## src/rtl/id_stage_pipe.sv

```systemverilog
// ARM instruction-decode stage: 16-entry register file, condition check, control decode and a
// valid/ready output register, optionally backed by a one-entry skid buffer.
module id_stage_pipe #(
    parameter int unsigned DATA_W    = 32,
    parameter int unsigned WB_BYPASS = 1,
    parameter int unsigned SKID      = 0
) (
    input  logic              clk,
    input  logic              rst,
    input  logic              flush,
    input  logic              in_valid,
    output logic              in_ready,
    input  logic [31:0]       instr,
    input  logic [3:0]        sr,
    input  logic              hazard,
    input  logic              wb_en_in,
    input  logic [3:0]        wb_dest,
    input  logic [DATA_W-1:0] wb_data,
    output logic [3:0]        src1,
    output logic [3:0]        src2,
    output logic              two_src,
    output logic              out_valid,
    input  logic              out_ready,
    output logic              wb_en,
    output logic              mem_r_en,
    output logic              mem_w_en,
    output logic              b,
    output logic              s,
    output logic [3:0]        exe_cmd,
    output logic [DATA_W-1:0] val_rn,
    output logic [DATA_W-1:0] val_rm,
    output logic              imm,
    output logic [11:0]       shift_operand,
    output logic [23:0]       signed_imm_24,
    output logic [3:0]        dest
);

    typedef struct packed {
        logic              wb_en;
        logic              mem_r_en;
        logic              mem_w_en;
        logic              b;
        logic              s;
        logic [3:0]        exe_cmd;
        logic [DATA_W-1:0] val_rn;
        logic [DATA_W-1:0] val_rm;
        logic              imm;
        logic [11:0]       shift_operand;
        logic [23:0]       signed_imm_24;
        logic [3:0]        dest;
    } bundle_t;

    logic [DATA_W-1:0] rf_q [16];
    logic [DATA_W-1:0] rd1, rd2;
    logic [1:0]        mode;
    logic [3:0]        opcode;
    logic              s_bit, is_str;
    logic              fn, fz, fc, fv;
    logic              cond_ok;
    logic              c_wb, c_mr, c_mw, c_b, c_s;
    logic [3:0]        c_exe;
    bundle_t           new_b;
    bundle_t           out_q, out_d, skid_q, skid_d;
    logic              out_valid_q, out_valid_d, skid_valid_q, skid_valid_d;
    logic              out_free, accept;

    assign mode    = instr[27:26];
    assign opcode  = instr[24:21];
    assign s_bit   = instr[20];
    assign is_str  = (mode == 2'b01) & ~s_bit;
    assign src1    = instr[19:16];
    assign src2    = is_str ? instr[15:12] :
                     (~instr[25] & ~instr[4]) ? instr[3:0] : 4'd0;
    assign two_src = ~instr[25] | is_str;

    always_ff @(posedge clk or negedge rst) begin
        if (!rst) begin
            for (int i = 0; i < 16; i++) rf_q[i] <= '0;
        end else if (wb_en_in) begin
            rf_q[wb_dest] <= wb_data;
        end
    end

    always_comb begin
        rd1 = rf_q[src1];
        rd2 = rf_q[src2];
        if (WB_BYPASS != 0 && wb_en_in) begin
            if (wb_dest == src1) rd1 = wb_data;
            if (wb_dest == src2) rd2 = wb_data;
        end
    end

    assign {fn, fz, fc, fv} = sr;

    always_comb begin
        cond_ok = 1'b1;
        case (instr[31:28])
            4'h0:    cond_ok = fz;
            4'h1:    cond_ok = ~fz;
            4'h2:    cond_ok = fc;
            4'h3:    cond_ok = ~fc;
            4'h4:    cond_ok = fn;
            4'h5:    cond_ok = ~fn;
            4'h6:    cond_ok = fv;
            4'h7:    cond_ok = ~fv;
            4'h8:    cond_ok = fc & ~fz;
            4'h9:    cond_ok = ~fc | fz;
            4'hA:    cond_ok = (fn == fv);
            4'hB:    cond_ok = (fn != fv);
            4'hC:    cond_ok = ~fz & (fn == fv);
            4'hD:    cond_ok = fz | (fn != fv);
            default: cond_ok = 1'b1;
        endcase
    end

    always_comb begin
        c_wb  = 1'b0;
        c_mr  = 1'b0;
        c_mw  = 1'b0;
        c_b   = 1'b0;
        c_s   = 1'b0;
        c_exe = 4'd0;
        case (mode)
            2'b00: begin
                c_s = s_bit;
                case (opcode)
                    4'b1101: begin c_exe = 4'b0001; c_wb = 1'b1; end
                    4'b1111: begin c_exe = 4'b1001; c_wb = 1'b1; end
                    4'b0100: begin c_exe = 4'b0010; c_wb = 1'b1; end
                    4'b0101: begin c_exe = 4'b0011; c_wb = 1'b1; end
                    4'b0010: begin c_exe = 4'b0100; c_wb = 1'b1; end
                    4'b0110: begin c_exe = 4'b0101; c_wb = 1'b1; end
                    4'b0000: begin c_exe = 4'b0110; c_wb = 1'b1; end
                    4'b1100: begin c_exe = 4'b0111; c_wb = 1'b1; end
                    4'b0001: begin c_exe = 4'b1000; c_wb = 1'b1; end
                    4'b1010: c_exe = 4'b0100;
                    4'b1000: c_exe = 4'b0110;
                    default: ;
                endcase
            end
            2'b01: begin
                c_exe = 4'b0010;
                if (s_bit) begin
                    c_mr = 1'b1;
                    c_wb = 1'b1;
                end else begin
                    c_mw = 1'b1;
                end
            end
            2'b10:   c_b = 1'b1;
            default: ;
        endcase
    end

    // A failed condition still produces a bundle, just with every side effect masked off.
    always_comb begin
        new_b               = '0;
        new_b.val_rn        = rd1;
        new_b.val_rm        = rd2;
        new_b.imm           = instr[25];
        new_b.shift_operand = instr[11:0];
        new_b.signed_imm_24 = instr[23:0];
        new_b.dest          = instr[15:12];
        if (cond_ok) begin
            new_b.wb_en    = c_wb;
            new_b.mem_r_en = c_mr;
            new_b.mem_w_en = c_mw;
            new_b.b        = c_b;
            new_b.s        = c_s;
            new_b.exe_cmd  = c_exe;
        end
    end

    assign out_free = ~out_valid_q | out_ready;
    assign in_ready = ~hazard & ((SKID != 0) ? ~skid_valid_q : out_free);
    assign accept   = in_valid & in_ready;

    // The skid entry only fills while the output is stalled, so it always drains first.
    always_comb begin
        out_valid_d  = out_valid_q;
        out_d        = out_q;
        skid_valid_d = skid_valid_q;
        skid_d       = skid_q;
        if (flush) begin
            out_valid_d  = 1'b0;
            skid_valid_d = 1'b0;
        end else if (out_free) begin
            if (skid_valid_q) begin
                out_valid_d  = 1'b1;
                out_d        = skid_q;
                skid_valid_d = 1'b0;
            end else if (accept) begin
                out_valid_d = 1'b1;
                out_d       = new_b;
            end else begin
                out_valid_d = 1'b0;
            end
        end else if (SKID != 0 && accept) begin
            skid_valid_d = 1'b1;
            skid_d       = new_b;
        end
    end

    always_ff @(posedge clk or negedge rst) begin
        if (!rst) begin
            out_valid_q  <= 1'b0;
            out_q        <= '0;
            skid_valid_q <= 1'b0;
            skid_q       <= '0;
        end else begin
            out_valid_q  <= out_valid_d;
            out_q        <= out_d;
            skid_valid_q <= skid_valid_d;
            skid_q       <= skid_d;
        end
    end

    assign out_valid     = out_valid_q;
    assign wb_en         = out_q.wb_en;
    assign mem_r_en      = out_q.mem_r_en;
    assign mem_w_en      = out_q.mem_w_en;
    assign b             = out_q.b;
    assign s             = out_q.s;
    assign exe_cmd       = out_q.exe_cmd;
    assign val_rn        = out_q.val_rn;
    assign val_rm        = out_q.val_rm;
    assign imm           = out_q.imm;
    assign shift_operand = out_q.shift_operand;
    assign signed_imm_24 = out_q.signed_imm_24;
    assign dest          = out_q.dest;

endmodule

```

## config.mk

```make
export PLATFORM = sky130hd
export DESIGN_NAME = id_stage_pipe
export DESIGN_NICKNAME = d
export VERILOG_FILES = /design/src/rtl/id_stage_pipe.sv
export SDC_FILE = /design/constraint.sdc
export NUM_CORES = 1
export LEC_CHECK = 0
export CORE_UTILIZATION = 54
export CTS_CLUSTER_DIAMETER = 200
export DETAILED_ROUTE_END_ITERATION = 7
export PLACE_DENSITY = 0.79
export SKIP_CTS_REPAIR_TIMING = 1
export SLEW_MARGIN = 20
export SYNTH_ARGS = -nofsm -noshare
export SYNTH_HDL_FRONTEND = slang
export SYNTH_SLANG_ARGS = --single-unit
```

## constraint.sdc

```tcl
create_clock -name clk -period 5.2 [get_ports clk]
set_clock_uncertainty 0.2 [all_clocks]
set_input_delay 1.3 -clock clk [delete_from_list [all_inputs] [get_ports clk]]
set_output_delay 1.3 -clock clk [all_outputs]
set_load 0.02 [all_outputs]
```

**Yosys cells after proc, flatten, opt, wreduce, memory -nomap -nowiden**

Cells that the tools add are included.

- Word-level logic and storage cells: 131
- Input bits: 79
- Bits in registers: 628
- Output and inout bits: 125

- Muxes and demuxes: 35
- Order comparisons: 4
- Equal/unequal tests: 29
- Reductions and logical operators: 10
- Bitwise logic cells: 23

Operators by type and width:

| operator | count |
|---|---|
| 512-bit bitwise mux | 1 |
| 32-bit 2-to-1 mux | 9 |
| 32-bit binary-select mux with 4-bit select | 2 |
| 114-bit 2-to-1 mux | 2 |
| 32-bit demux with 4-bit select | 1 |
| 4-bit == test, second input constant | 11 |
| 4-bit case mux with 9 select lines | 1 |
| 4-bit by 3-bit == test with 1-bit output, second input constant | 7 |
| 5-bit greater-or-equal comparator, second input constant | 3 |
| 4-bit NOT with 5-bit output | 3 |
| 1-bit case mux with 14 select lines | 1 |
| 1-bit 2-to-1 mux | 13 |
| 4-bit by 2-bit == test with 1-bit output, second input constant | 3 |
| 1-bit NOT | 10 |
| 9-bit 2-to-1 mux | 1 |
| 9-bit OR reduction | 1 |
| 4-bit by 1-bit == test with 1-bit output, second input constant | 2 |
| 4-bit == test | 2 |
| 4-bit logical NOT | 2 |
| 4-bit 2-to-1 mux | 2 |
| 4-bit case mux with 2 select lines | 1 |
| 1-bit AND | 6 |
| 5-bit by 1-bit < comparator with 1-bit output, second input constant | 1 |
| 1-bit bitwise OR | 4 |
| other kinds (10) | 12 |

**Longest topological paths before layout**

- Depth after elaboration: 12
- Mapped depth: 13
- Gate-level depth less buffers: 8

**Least setup slack after synthesis**

Ideal clock, no wire load.

- Kind: input to output
- Start point: input instr[26]
- End point: output src2[2]
- Buffers on the path: 3
- Setup slack: 932 ps
- Stages on the path: 6
- Data arrival time: 2768 ps
- Cells stage by stage: buf_2 -> nor4bb_1 -> a31oi_4 -> inv_2 -> clkbuf_1 -> clkbuf_1

- Cells in the longest elaborated chain, start to end: 3

RTL lines:

| what | line | source |
|---|---|---|
| start, declared | 13 | `input logic [31:0] instr,` |
| 2-bit by 1-bit == test with 1-bit output | 70 | `assign is_str = (mode == 2'b01) & ~s_bit;` |
| 1-bit AND | 70 |  |
| 4-bit 2-to-1 mux | 72 | `assign src2 = is_str ? instr[15:12] :` |
| end, declared | 20 | `output logic [3:0] src2,` |

Every way passes these cells.

**Worst setup path in the final report**

- Start point: input instr[25]
- End point: output src2[3]

- Cells in the longest elaborated chain, start to end: 4

RTL lines:

| what | line | source |
|---|---|---|
| 1-bit NOT | 73 | `(~instr[25] & ~instr[4]) ? instr[3:0] : 4'd0;` |
| 1-bit AND | 73 |  |
| 4-bit 2-to-1 mux | 73 |  |
| 4-bit 2-to-1 mux | 72 |  |

Every way passes these cells.

==> impl_metrics.tcl <==
set metrics [dict create \
    max_freq_mhz 199.6 \
    dpl.cell_count 3429 \
    crit_buf_inv 3 \
    fin_crit_ns 5.010 \
    place_congestion 0.8960 \
    hold_viol 0 \
    worst_ep_arrival_time_ns 3.51 \
    critical_path.cell_chain "clkdlybuf4s50_1 > or3b_2 > o21ai_0 > buf_4 > clkdlybuf4s50_1" \
    antenna_found_initial 5 \
    fin_area_sq_mm 0.03753 \
    netlist.area_leader.share_pct 47.20 \
    cp_top_family "buffers and inverters" \
    grt_pass1_wl_mm 151.8 \
    async_flop_share_pct 100.0 \
    power_density_mw_per_mm2 410.4 \
    rsz0062_at_grt "false" \
    stdcell_count 3548 \
    synth.net_count 2719 \
    path_max_fanout 10 \
    vias 24630 \
    ir_drop_uv 232.2 \
    avgSynthCellArea_sq_um 12.27 \
    dpl.hpwl_mm 57.02 \
    drive_above_1_share_pct 32.05 \
    drtIter0Drc 2905 \
    final-setup-viol-count 0 \
    drv_cap 0 \
    dpl_cell_area_sq_mm 0.03525 \
    grt_overflow 0 \
    nets 2804 \
    drt-wirelength-per-cell_um 28.07 \
    grt_max_degree 123 \
    clk-insertion-delay-late_ns 0.61 \
    rows 89 \
    portBuffers 203 \
    drt_pre_antenna_iters 8 \
    dieArea_sq_mm 0.06097 \
    power_mw 15.40 \
    via_per_inst 6.942 \
    yosysTopAreaCell "dfrtp_1" \
    worst_setup_path_end_kind "output pin" \
    grtUsageTotal_pct 33.01 \
    core-area_sq_mm 0.05913 \
    cts.reportedPaths.clkPinSlew_ns 0.05 \
    detail-route-antenna-nets 0 \
    p_leak_nw 15.85 \
    n_fill_cell 4178 \
    tns_ns 0 \
    num_io_pins 204 \
    yosysSeqAreaShare_pct 47.20 \
    netlist_area_sq_mm 0.03239 \
    die_w_um 246.9 \
    crit_type "input pin to output pin" \
    cts_sinks 611 \
    synth_edf_count 0 \
    ys_ff_latch 611 \
    start_util_pct 54.78 \
    yosysWarnings 0 \
    slowest_delay_ns 0.63 \
    timing.critical_path.mode_cell "clkdlybuf4s50_1" \
    worstMarginPinSlew_ns 0.9117 \
    die_h_um 246.9 \
    outcome "finished with violations" \
    cts_tree "yes" \
    yosysMostFrequentCell "dfrtp_1" \
    cts_made_buffers 66 \
    slowest_stage "clkdlybuf4s50_1" \
    drc 36 \
    wirelength_mm 99.59 \
    final_util_pct 63.47 \
    h-tree-depth 3 \
    yosys-top-cells-area "dfrtp_1 47%, mux2_2 17%, mux4_2 11%" \
    violations "DRC" \
    required_ns 3.70 \
    syn_inst 2640 \
    synth_top_cells_by_count "611 x dfrtp_1, 499 x mux2_2, 361 x nand2_1, 161 x mux4_2, 158 x clkbuf_1" \
    cts_root_buf "clkbuf_16" \
    drv_slew 0 \
    synth.distinct_cells 64 \
    area_delta_synth_final_pct 15.87 \
    grt_pass1_vias 25200 \
    ys.flop_type "dfrtp_1" \
    critPathLaunchType "input pin" \
    hp-class "flip-flop to flip-flop" \
    min_period_over_period_pct 96.35 \
    cts_buffer_depth 3 \
    slew_headroom_pct 39.22 \
]
-- placed cells by master (no fill, tap or decap), drive strengths merged, types with 5 or more instances in the layout --
cell type and instances:
a21oi 91, a221o 10, a221oi 26, a22o 39, a311o 19, a311oi 18
a32oi 24, and2 27, buf 81, bufinv 5, clkbuf 102, clkdlybuf4s50 198
clkinv 6, dfrtp 611, inv 14, mux2 512, mux2i 98, mux4 161
nand2 363, nand2b 5, nand3 52, nand4 23, nor2 51, nor3 20
nor3b 5, o21ai 72, o221a 5, o22ai 38, o32ai 18, or4 22
xnor2 5
-- registers in the layout, summed over array words and instances, names as in the netlist, 4 cells and up --
name and count:
rf_q 512, val_rn 32, signed_imm_24 13, val_rm 32, shift_operand 11, exe_cmd 4
-- path summary, 6_finish.rpt --
check	startpoint	end	slack (ns)	cells after the start
max	instr[25]	src2[3]	0.19	5
max in group asynchronous	rst	rf_q[50]	3.04	3
min	val_rn[29]	val_rn[29]	0.28	2
min reg2reg	val_rn[29]	val_rn[29]	0.28	2
max reg2reg	out_valid	val_rm[25]	2.41	8
min in group asynchronous	rst	val_rn[23]	0.38	1
-- cell type report --
cell class / count / area [sq um] / area share [%]
Inverter: 13 / 53.80 / 0.1433
Multi-Input combinational cell: 1753 / 16010 / 42.67
Tap cell: 773 / 967.2 / 2.577
Sequential cell: 611 / 15290 / 40.74
Clock buffer: 101 / 2049 / 5.461
Antenna cell: 4 / 10.01 / 0.02667
Clock inverter: 13 / 196.4 / 0.5234
Timing Repair Buffer: 280 / 2952 / 7.864
-- cells by family after synthesis --
group	after synthesis	synth area share [%]
AND/OR/NAND/NOR	591	8.208
AO/OA/AOI/OAI	382	8.525
flip-flops	611	47.20
buffers and inverters	276	3.774
multiplexers	771	32.05
XOR/XNOR	9	0.2433
-- layer usage --
layer / up-vias / global-route usage (%) / share of wire, %
met3: 364 / 7.890 / 11
met2: 1623 / 50.83 / 47
met5: - / 0 / 0
met4: 0 / 17.97 / 5.2
met1: 12610 / 43.20 / 37
li1: 10030 / - / -
-- power breakdown --
part / switching (mW) / total (mW) / leakage, nW / internal, mW
Combinational: 1.67 / 3.73 / 7.22 / 2.06
Sequential: 0.912 / 6.78 / 7.52 / 5.87
Clock: 1.93 / 4.89 / 1.11 / 2.96
Total: 4.51 / 15.4 / 15.8 / 10.9
-- metrics by stage --
| stage | hold WS [ns] | setup slack [ns] |
|---|---|---|
| final | 0.2786 | 0.1896 |
| after global routing | 0.3069 | 0.1159 |
| after CTS | 0.2825 | 0.2167 |
| after detailed placement | 0.2699 | 0.2152 |
| after global placement | 0.2611 | 0.2771 |
| after floorplan | 0.2714 | 0.9322 |
-- worst reg2reg max path: cells and delay by family (launching register included) --
kind / cells / cell delay (ns)
AND/OR/NAND/NOR: 4 / 1.13
AO/OA/AOI/OAI: 3 / 0.67
flip-flops: 1 / 0.39
buffers and inverters: 1 / 0.29
(Power assumes the default switching activity.)
